--- src/rtl/alu_control_seq_if.sv ---
// rtl/alu_control_seq_if.sv - MDU handshake bundle between the ALU control sequencer and the multiply/divide unit
//
// Signals:
//   md_start      sequencer -> MDU   one-cycle start pulse
//   md_op         sequencer -> MDU   latched funct3 of the M-op
//   md_done       MDU -> sequencer   result ready (divide/remainder ops)
//   result_valid  sequencer -> WB    one-cycle pulse, MDU result may be written back
//   md_timeout    sequencer -> WB    one-cycle pulse with result_valid when a divide timed out
// Modports: master = sequencer side, slave = MDU / write-back side.
interface alu_control_seq_if;
    logic       md_start;
    logic [2:0] md_op;
    logic       md_done;
    logic       result_valid;
    logic       md_timeout;

    modport master (
        output md_start,
        output md_op,
        output result_valid,
        output md_timeout,
        input  md_done
    );

    modport slave (
        input  md_start,
        input  md_op,
        input  result_valid,
        input  md_timeout,
        output md_done
    );
endinterface

--- src/rtl/alu_control_seq.sv ---
// rtl/alu_control_seq.sv - RV32I/M ALU control decoder with multi-cycle MDU sequencer
//
// Decodes R-type and I-type ALU operations into a 4-bit ALUSel and sequences
// RV32M operations through an external multiply/divide unit.
// Ports:
//   clk, rst_n     clock (rising edge), asynchronous active-low reset
//   instr_valid    Instruction/ALUOp valid this cycle
//   Instruction    instruction word (uses [31:25], [14:12], [30])
//   ALUOp          00 add, 01 sub, 10 R-type, 11 I-type
//   flush          abort any in-flight M-op
//   ALUSel         ALU operation select (combinational)
//   stall          hold pipeline (combinational)
//   illegal        unsupported R-type encoding (combinational)
//   md             MDU handshake (md_start, md_op, md_done, result_valid, md_timeout)
module alu_control_seq #(
    parameter int N           = 32,
    parameter int MUL_LAT     = 3,
    parameter int DIV_TIMEOUT = 64,
    parameter int CNT_W       = 7
) (
    input  logic                      clk,
    input  logic                      rst_n,
    input  logic                      instr_valid,
    input  logic [N-1:0]              Instruction,
    input  logic [1:0]                ALUOp,
    input  logic                      flush,
    output logic [3:0]                ALUSel,
    output logic                      stall,
    output logic                      illegal,
    alu_control_seq_if.master         md
);

    localparam logic [3:0] SEL_AND  = 4'b0000;
    localparam logic [3:0] SEL_OR   = 4'b0001;
    localparam logic [3:0] SEL_ADD  = 4'b0010;
    localparam logic [3:0] SEL_XOR  = 4'b0011;
    localparam logic [3:0] SEL_SLL  = 4'b0100;
    localparam logic [3:0] SEL_SRL  = 4'b0101;
    localparam logic [3:0] SEL_SUB  = 4'b0110;
    localparam logic [3:0] SEL_SRA  = 4'b0111;
    localparam logic [3:0] SEL_SLT  = 4'b1000;
    localparam logic [3:0] SEL_SLTU = 4'b1001;
    localparam logic [3:0] SEL_MDU  = 4'b1010;

    localparam logic [CNT_W-1:0] MUL_LAST = CNT_W'(MUL_LAT - 1);
    localparam logic [CNT_W-1:0] DIV_LAST = CNT_W'(DIV_TIMEOUT - 1);

    // Only funct7 and funct3 take part in decoding; the rest is folded away.
    localparam logic [N-1:0] USED_MASK = N'(32'hFE00_7000);

    typedef enum logic [1:0] {
        S_IDLE,
        S_START,
        S_WAIT,
        S_DONE
    } state_t;

    state_t           state;
    state_t           state_nx;
    logic [CNT_W-1:0] cnt;
    logic [CNT_W-1:0] cnt_nx;
    logic             timeout_nx;

    logic [6:0] funct7;
    logic [2:0] funct3;
    logic       bit30;
    logic       is_mop;
    logic       unused_bits;

    assign funct7      = Instruction[31:25];
    assign funct3      = Instruction[14:12];
    assign bit30       = Instruction[30];
    assign unused_bits = ^(Instruction & ~USED_MASK);

    assign is_mop = instr_valid && (ALUOp == 2'b10) && (funct7 == 7'b0000001);

    function automatic logic [3:0] base_sel(input logic [2:0] f3);
        case (f3)
            3'b000:  base_sel = SEL_ADD;
            3'b001:  base_sel = SEL_SLL;
            3'b010:  base_sel = SEL_SLT;
            3'b011:  base_sel = SEL_SLTU;
            3'b100:  base_sel = SEL_XOR;
            3'b101:  base_sel = SEL_SRL;
            3'b110:  base_sel = SEL_OR;
            default: base_sel = SEL_AND;
        endcase
    endfunction

    always_comb begin
        ALUSel  = SEL_AND;
        illegal = 1'b0;
        case (ALUOp)
            2'b00: ALUSel = SEL_ADD;
            2'b01: ALUSel = SEL_SUB;
            2'b10: begin
                if (funct7 == 7'b0000000) begin
                    ALUSel = base_sel(funct3);
                end else if (funct7 == 7'b0100000 && funct3 == 3'b000) begin
                    ALUSel = SEL_SUB;
                end else if (funct7 == 7'b0100000 && funct3 == 3'b101) begin
                    ALUSel = SEL_SRA;
                end else if (funct7 == 7'b0000001) begin
                    ALUSel = SEL_MDU;
                end else begin
                    illegal = 1'b1;
                end
            end
            default: begin
                // I-type: bit 30 is part of the immediate except for shifts-right.
                if (funct3 == 3'b101 && bit30) begin
                    ALUSel = SEL_SRA;
                end else begin
                    ALUSel = base_sel(funct3);
                end
            end
        endcase
    end

    always_comb begin
        state_nx   = state;
        cnt_nx     = cnt;
        timeout_nx = 1'b0;
        case (state)
            S_IDLE: begin
                if (is_mop) begin
                    state_nx = S_START;
                end
            end
            S_START: begin
                state_nx = S_WAIT;
                cnt_nx   = md.md_op[2] ? '0 : MUL_LAST;
            end
            S_WAIT: begin
                if (!md.md_op[2]) begin
                    if (cnt == '0) begin
                        state_nx = S_DONE;
                    end else begin
                        cnt_nx = cnt - 1'b1;
                    end
                end else if (md.md_done) begin
                    state_nx = S_DONE;
                end else if (cnt == DIV_LAST) begin
                    state_nx   = S_DONE;
                    timeout_nx = 1'b1;
                end else begin
                    cnt_nx = cnt + 1'b1;
                end
            end
            S_DONE: state_nx = S_IDLE;
            default: state_nx = S_IDLE;
        endcase
        // Flush beats everything, including a completing md_done.
        if (flush) begin
            state_nx   = S_IDLE;
            cnt_nx     = '0;
            timeout_nx = 1'b0;
        end
    end

    always_ff @(posedge clk or negedge rst_n) begin
        if (!rst_n) begin
            state           <= S_IDLE;
            cnt             <= '0;
            md.md_start     <= 1'b0;
            md.md_op        <= 3'b000;
            md.result_valid <= 1'b0;
            md.md_timeout   <= 1'b0;
        end else begin
            state           <= state_nx;
            cnt             <= cnt_nx;
            md.md_start     <= (state_nx == S_START);
            md.result_valid <= (state_nx == S_DONE);
            md.md_timeout   <= timeout_nx;
            if (state == S_IDLE && state_nx == S_START) begin
                md.md_op <= funct3;
            end
        end
    end

    always_comb begin
        stall = 1'b0;
        if (rst_n) begin
            stall = (state == S_START) || (state == S_WAIT) ||
                    ((state == S_IDLE) && is_mop);
        end
    end

endmodule
--- src/flat_wrapper.sv ---
// flat-port wrapper written by rule: the top's interface ports become plain ports
module alu_control_seq_flat 
#(
    parameter int N           = 32,
    parameter int MUL_LAT     = 3,
    parameter int DIV_TIMEOUT = 64,
    parameter int CNT_W       = 7
)
  (clk, rst_n, instr_valid, Instruction, ALUOp, flush, ALUSel, stall, illegal, md_md_start, md_md_op, md_result_valid, md_md_timeout, md_md_done);
  alu_control_seq_if md_i ();
  input  logic clk;
  input  logic rst_n;
  input  logic instr_valid;
  input  logic [N-1:0] Instruction;
  input  logic [1:0] ALUOp;
  input  logic flush;
  output logic [3:0] ALUSel;
  output logic stall;
  output logic illegal;
  output wire logic [$bits(md_i.md_start)-1:0] md_md_start;
  output wire logic [$bits(md_i.md_op)-1:0] md_md_op;
  output wire logic [$bits(md_i.result_valid)-1:0] md_result_valid;
  output wire logic [$bits(md_i.md_timeout)-1:0] md_md_timeout;
  input wire logic [$bits(md_i.md_done)-1:0] md_md_done;
  assign md_md_start = md_i.md_start;
  assign md_md_op = md_i.md_op;
  assign md_result_valid = md_i.result_valid;
  assign md_md_timeout = md_i.md_timeout;
  assign md_i.md_done = md_md_done;
  alu_control_seq #(.N(N), .MUL_LAT(MUL_LAT), .DIV_TIMEOUT(DIV_TIMEOUT), .CNT_W(CNT_W)) u_core (.clk(clk), .rst_n(rst_n), .instr_valid(instr_valid), .Instruction(Instruction), .ALUOp(ALUOp), .flush(flush), .ALUSel(ALUSel), .stall(stall), .illegal(illegal), .md(md_i));
endmodule
--- config.mk ---
export PLATFORM = sky130hd
export DESIGN_NAME = alu_control_seq_flat
export DESIGN_NICKNAME = d
export VERILOG_FILES = /design/src/rtl/alu_control_seq_if.sv /design/src/rtl/alu_control_seq.sv /design/src/flat_wrapper.sv
export SDC_FILE = /design/constraint.sdc
export NUM_CORES = 1
export LEC_CHECK = 0
export BUFFER_PORTS_ARGS = -buffer_cell sky130_fd_sc_hd__buf_2
export CAP_MARGIN = 0
export CELL_PAD_IN_SITES_DETAIL_PLACEMENT = 0
export CELL_PAD_IN_SITES_GLOBAL_PLACEMENT = 2
export CORE_UTILIZATION = 26
export DETAILED_ROUTE_END_ITERATION = 12
export PLACE_DENSITY_LB_ADDON = 0.2
export SYNTH_ARGS = -nofsm -noshare
export SYNTH_HDL_FRONTEND = slang
export SYNTH_SLANG_ARGS = --single-unit
--- constraint.sdc ---
create_clock -name clk -period 2.62 [get_ports clk]
set_input_delay 0.524 -clock clk [delete_from_list [all_inputs] [get_ports clk]]
set_output_delay 0.524 -clock clk [all_outputs]
set_load 0.05 [all_outputs]
; ---- After elaboration in Yosys (flattened, before gate mapping)
; Cells that the tools add are included.
[totals]
reg_bits = 15
in_bits = 39
output_inout_bits = 12
word_cells = 75
[op_classes]
addsub = 2
n_eq_ne = 19
n_mux = 32
n_reduce_logical = 16
[ops]
columns = operator, n
row1 = $mux 7, 5
row2 = $pmux 4 s7, 1
row3 = $mux 4, 5
row4 = $eq 7x6->1 const B, 2
row5 = $logic_not 7->1, 2
row6 = $mux 2, 7
row7 = $pmux 7 s2, 1
row8 = $pmux 4 s3, 1
row9 = $mux 1, 11
row10 = $eq 3x3->1 const B, 3
row11 = $eq 2x2->1 const B, 4
row12 = $ne 4x4->1 const B, 2
row13 = $pmux 2 s4, 1
row14 = $add 7x1->7 const B, 1
row15 = $eq 7x1->1 const B, 1
row16 = $logic_and 1x1->1, 7
row17 = $sub 7x1->7 const B, 1
row18 = $eq 2x1->1 const B, 3
row19 = $eq 3x2->1 const B, 2
row20 = $logic_not 2->1, 2
row21 = $ne 4x3->1 const B, 1
row22 = $reduce_and 4->1, 1
row23 = $eq 3x1->1 const B, 1
row24 = $logic_not 3->1, 1
row25 = 2 further kinds, 3

; ---- Depth between registers and ports, before layout
[depth]
ltp_word = 8
ltp_mapped = 9
ltp_nobuf = 8

; ---- Worst setup path after synthesis
; OpenSTA, ideal clock, no wires.
[synth_path]
path_type = input-to-output
startpoint = input port Instruction[29]
endpoint = output port ALUSel[2]
t_arrival_ps = 2260
required_time_ps = 2096
slack_ps = -164
cell_stages = 5
path_buffers = 0
cell_sequence = nor4_1 nand2b_1 nor2_1 nand3b_1 o21ai_0
[synth_via]
elab_chain_len = 6
word_cells_on_any_way = 8
classes_between = eq/ne: 1 / mux: 4 / reduce/logical: 3
[synth_lines]
columns = item, line_no
row1 = start: declaration, flat_wrapper.sv:14  ; input logic [N-1:0] Instruction;
row2 = $eq 7x6->1, "alu_control_seq.sv:99, alu_control_seq.sv:101"
row3 = $logic_and 1x1->1, alu_control_seq.sv:101  ; end else if (funct7 == 7'b0100000 && funct3 == 3'b101) begin
row4 = $mux 4, alu_control_seq.sv:101
row5 = $mux 4, alu_control_seq.sv:99  ; end else if (funct7 == 7'b0100000 && funct3 == 3'b000) begin
row6 = $mux 4 *, alu_control_seq.sv:97  ; if (funct7 == 7'b0000000) begin
row7 = $pmux 4 s3 *, alu_control_seq.sv:93  ; case (ALUOp)
row8 = end: declaration, flat_wrapper.sv:17  ; output logic [3:0] ALUSel;
; Every way passes the cells marked *; elsewhere a longest branch is shown, timed or not.

; ---- Final worst setup path
[layout_path]
startpoint = input port Instruction[12]
endpoint = output port ALUSel[1]
[layout_via]
elab_chain_len = 6
word_cells_on_any_way = 16
classes_between = eq/ne: 6 / mux: 6 / reduce/logical: 4
[layout_lines]
columns = item, line_no
row1 = $eq 3x3->1, "alu_control_seq.sv:78, alu_control_seq.sv:101, alu_control_seq.sv:111"
row2 = $logic_and 1x1->1, alu_control_seq.sv:101
row3 = $mux 4, alu_control_seq.sv:101
row4 = $mux 4, alu_control_seq.sv:99
row5 = $mux 4, alu_control_seq.sv:97
row6 = $pmux 4 s3 *, alu_control_seq.sv:93
; Marks and branches as above.

==> flow_summary.json <==
{
  "status": "finished, final reports clean",
  "post_cts_resized": 0,
  "vias": 1096,
  "switching_share_pct": 45.3,
  "ys_top_cells_by_area": "dfrtp_1, ha_1, nor2_1",
  "grt.overflow.total": 0,
  "clock_skew_ns": 0.00981,
  "antenna_found_initial": 0,
  "max_freq_mhz": 421,
  "seq_area_frac_synth_pct": 31.4,
  "dr.pass1.iters": 5,
  "grt_pass1_vias": 1103,
  "drv_slew": 0,
  "slew_headroom_pct": 70.0,
  "final.period_utilization_pct": 90.6,
  "yosysTopAreaCell": "dfrtp_1",
  "post_cts_buffers": 0,
  "synth_cells": 136,
  "p_int_uw": 556,
  "setup_viol": 0,
  "synth_nets": 185,
  "cts_hold_buf": 0,
  "clk_pin_slew_worst_paths_ns": 0.07,
  "p_leak_nw": 0.692,
  "hold_slack_ns": 0.181,
  "end_kind": "output port",
  "share_comb_of_total_power_pct": 51.6,
  "cp-start-kind": "primary input",
  "via_per_inst": 4.98,
  "syn_avg_cell_area_um2": 8.79,
  "cts_tree": "done",
  "numCtsBuffers": 3,
  "cts.path.max_buffers": 2,
  "synth_ff_type": "dfrtp_1",
  "diodes": 0,
  "yosysTopAreaCellShare_pct": 31.4,
  "instances_no_fill": 220,
  "synth.distinct_cells": 43,
  "root_buffer": "clkbuf_8",
  "area_growth_pct": 22.5,
  "rows": 24,
  "numPortBuffers": 28,
  "cp.arrival_ns": 1.85,
  "synth.cell_area_um2": 1190,
  "ff_latch_area_um2": 375,
  "p_seq_share_pct": 29.7,
  "fin_crit_ns": 2.37,
  "ant_nets": 0,
  "synthTopCellsByCount": "dfrtp_1, nor2_1, inv_1",
  "setup_tns_ns": 0,
  "worstPathMaxFanout": 7,
  "yosys_warnings": 0,
  "place_hpwl_um": 2280,
  "io_pins": 51,
  "tightest_slew_ns": 0.446,
  "crit_type": "in -> out",
  "grt_pass1_wl_um": 4990,
  "clkLatencyLatePin_ns": 0.25,
  "grt.total_usage_pct": 12.6,
  "final-hold-violation-count": 0,
  "dp.cells": 216,
  "start_util_pct": 27.3,
  "synth_edf_count": 0,
  "cts.sinks": 15,
  "p_sw_uw": 460,
  "nFillCells": 469,
  "ys_seq_elements": 15,
  "synth_async_sr_flop_share_pct": 100,
  "die_w_um": 69.8,
  "power_density_nw_per_um2": 694,
  "die_y_um": 69.8,
  "drc": 0,
  "place_congestion": 0.709,
  "routed_wire_length_per_instance_um": 13.3,
  "layout-drive-gt1-share_pct": 28.6,
  "multi_input_area_um2": 762,
  "grt_max_degree": 17,
  "critPathRequiredTime_ns": 2.10,
  "die_area_um2": 4870,
  "drv_cap": 0,
  "wl_um": 2930,
  "hold_class": "in -> async",
  "clkPwrFrac_pct": 18.7,
  "htreeDepth": 1,
  "yosysMostFrequentCell": "dfrtp_1",
  "fin_nets": 218,
  "vdd_drop_max_v": 0.000376,
  "design.core.area_um2": 4380,
  "rsz0062_at_grt": "false",
  "drtIter0Drc": 15
}
## stage by stage
stage	total power, mW	setup WS [ns]	utilization, %	cell area [µm²]
floorplan	0.703	-0.0306	-	1210
global placement	0.824	0.211	32.3	1420
detailed placement	0.829	0.194	32.3	1420
CTS	1.03	0.252	33.4	1460
global route	1.09	0.0881	33.4	1460
finish	1.02	0.246	33.4	1460
## kinds of logic (layout without fill, tap and decap cells)
logic type | after synthesis | count (layout) | synth area share (%)
AND/OR/NAND/NOR | 52 | 52 | 24.1
AO/OA/AOI/OAI | 34 | 34 | 20.1
buffers and inverters | 16 | 48 | 5.13
flip-flops | 15 | 15 | 31.4
adder cells (fa/ha/maj) | 10 | 10 | 11.1
multiplexers | 5 | 5 | 5.24
XOR/XNOR | 4 | 4 | 2.93
## worst max-delay path, stage by stage
cell	delay (ns)
buf_2	0.15
xor2_1	0.17
or3_1	0.32
a21oi_2	0.15
o31ai_1	0.08
o211ai_1	0.17
buf_2	0.28
## cell usage in the layout (no fill, tap or decap), types with 2 or more instances in the layout
master    netlist  final
buf_4           0      4
inv_2           2      2
nor2b_1         4      4
nor4_1          4      4
mux2_4          2      2
nor3_1          6      6
inv_1          10     10
o31ai_1         5      5
xor2_1          3      3
a211oi_1        3      3
nand2_1         8      8
mux2_2          2      2
o21ai_0         8      7
nor2_1         11     11
a21oi_1         7      6
dfrtp_1        15     15
ha_1            9      9
clkbuf_8        0      3
buf_2           1     28
nand3_1         5      5
nand4_1         2      2
nand2b_1        3      3
a311oi_1        2      2
## final cells by class
cell class                 count  area share [%]
multi-input combinational    105            52.1
clock buffer                   3            2.82
inverter                      12            3.08
tap                           52            4.44
timing repair buffer          32            11.6
clock inverter                 1           0.342
sequential                    15            25.6
## registers in the layout, summed over array words and instances (netlist names)
register	flops
u_core.md.md_op	3
u_core.cnt	7
u_core.md.result_valid	1
u_core.md.md_timeout	1
u_core.md.md_start	1
u_core.state	2
## power groups by stage
stage	registers (mW)	logic, mW	clock network [mW]
CTS	0.304	0.525	0.198
finish	0.302	0.524	0.190
floorplan	0.395	0.307	0
global route	0.310	0.577	0.209
global placement	0.308	0.516	0
detailed placement	0.306	0.523	0
## metal layers
metal / global-route usage, % / vias up / share of wire, %
li1: - / 563 / -
met1: 17.7 / 506 / 51
met2: 19.9 / 25 / 46
met3: 2.91 / 2 / 3.3
met4: 2.22 / 0 / 0.44
met5: 0 / - / 0
## worst paths after layout
kind / from / end / slack [ns] / cells after the start
worst max-delay path: Instruction[12] / ALUSel[1] / 0.25 / 7
worst min-delay path: rst_n / u_core.md.md_op[0]$_DFFE_PN0P_ / 0.18 / 1
worst max register to register: u_core.md.md_op[2]$_DFFE_PN0P_ / u_core.cnt[6]$_DFFE_PN0P_ / 0.37 / 8
worst min register to register: u_core.md.md_op[0]$_DFFE_PN0P_ / u_core.md.md_op[0]$_DFFE_PN0P_ / 0.53 / 1
max in group asynchronous: rst_n / u_core.cnt[0]$_DFFE_PN0P_ / 2.15 / 1
min in group clk: md_md_done / u_core.md.md_timeout$_DFF_PN0_ / 0.43 / 2
No activity file was read; power rests on OpenSTA's default activity.
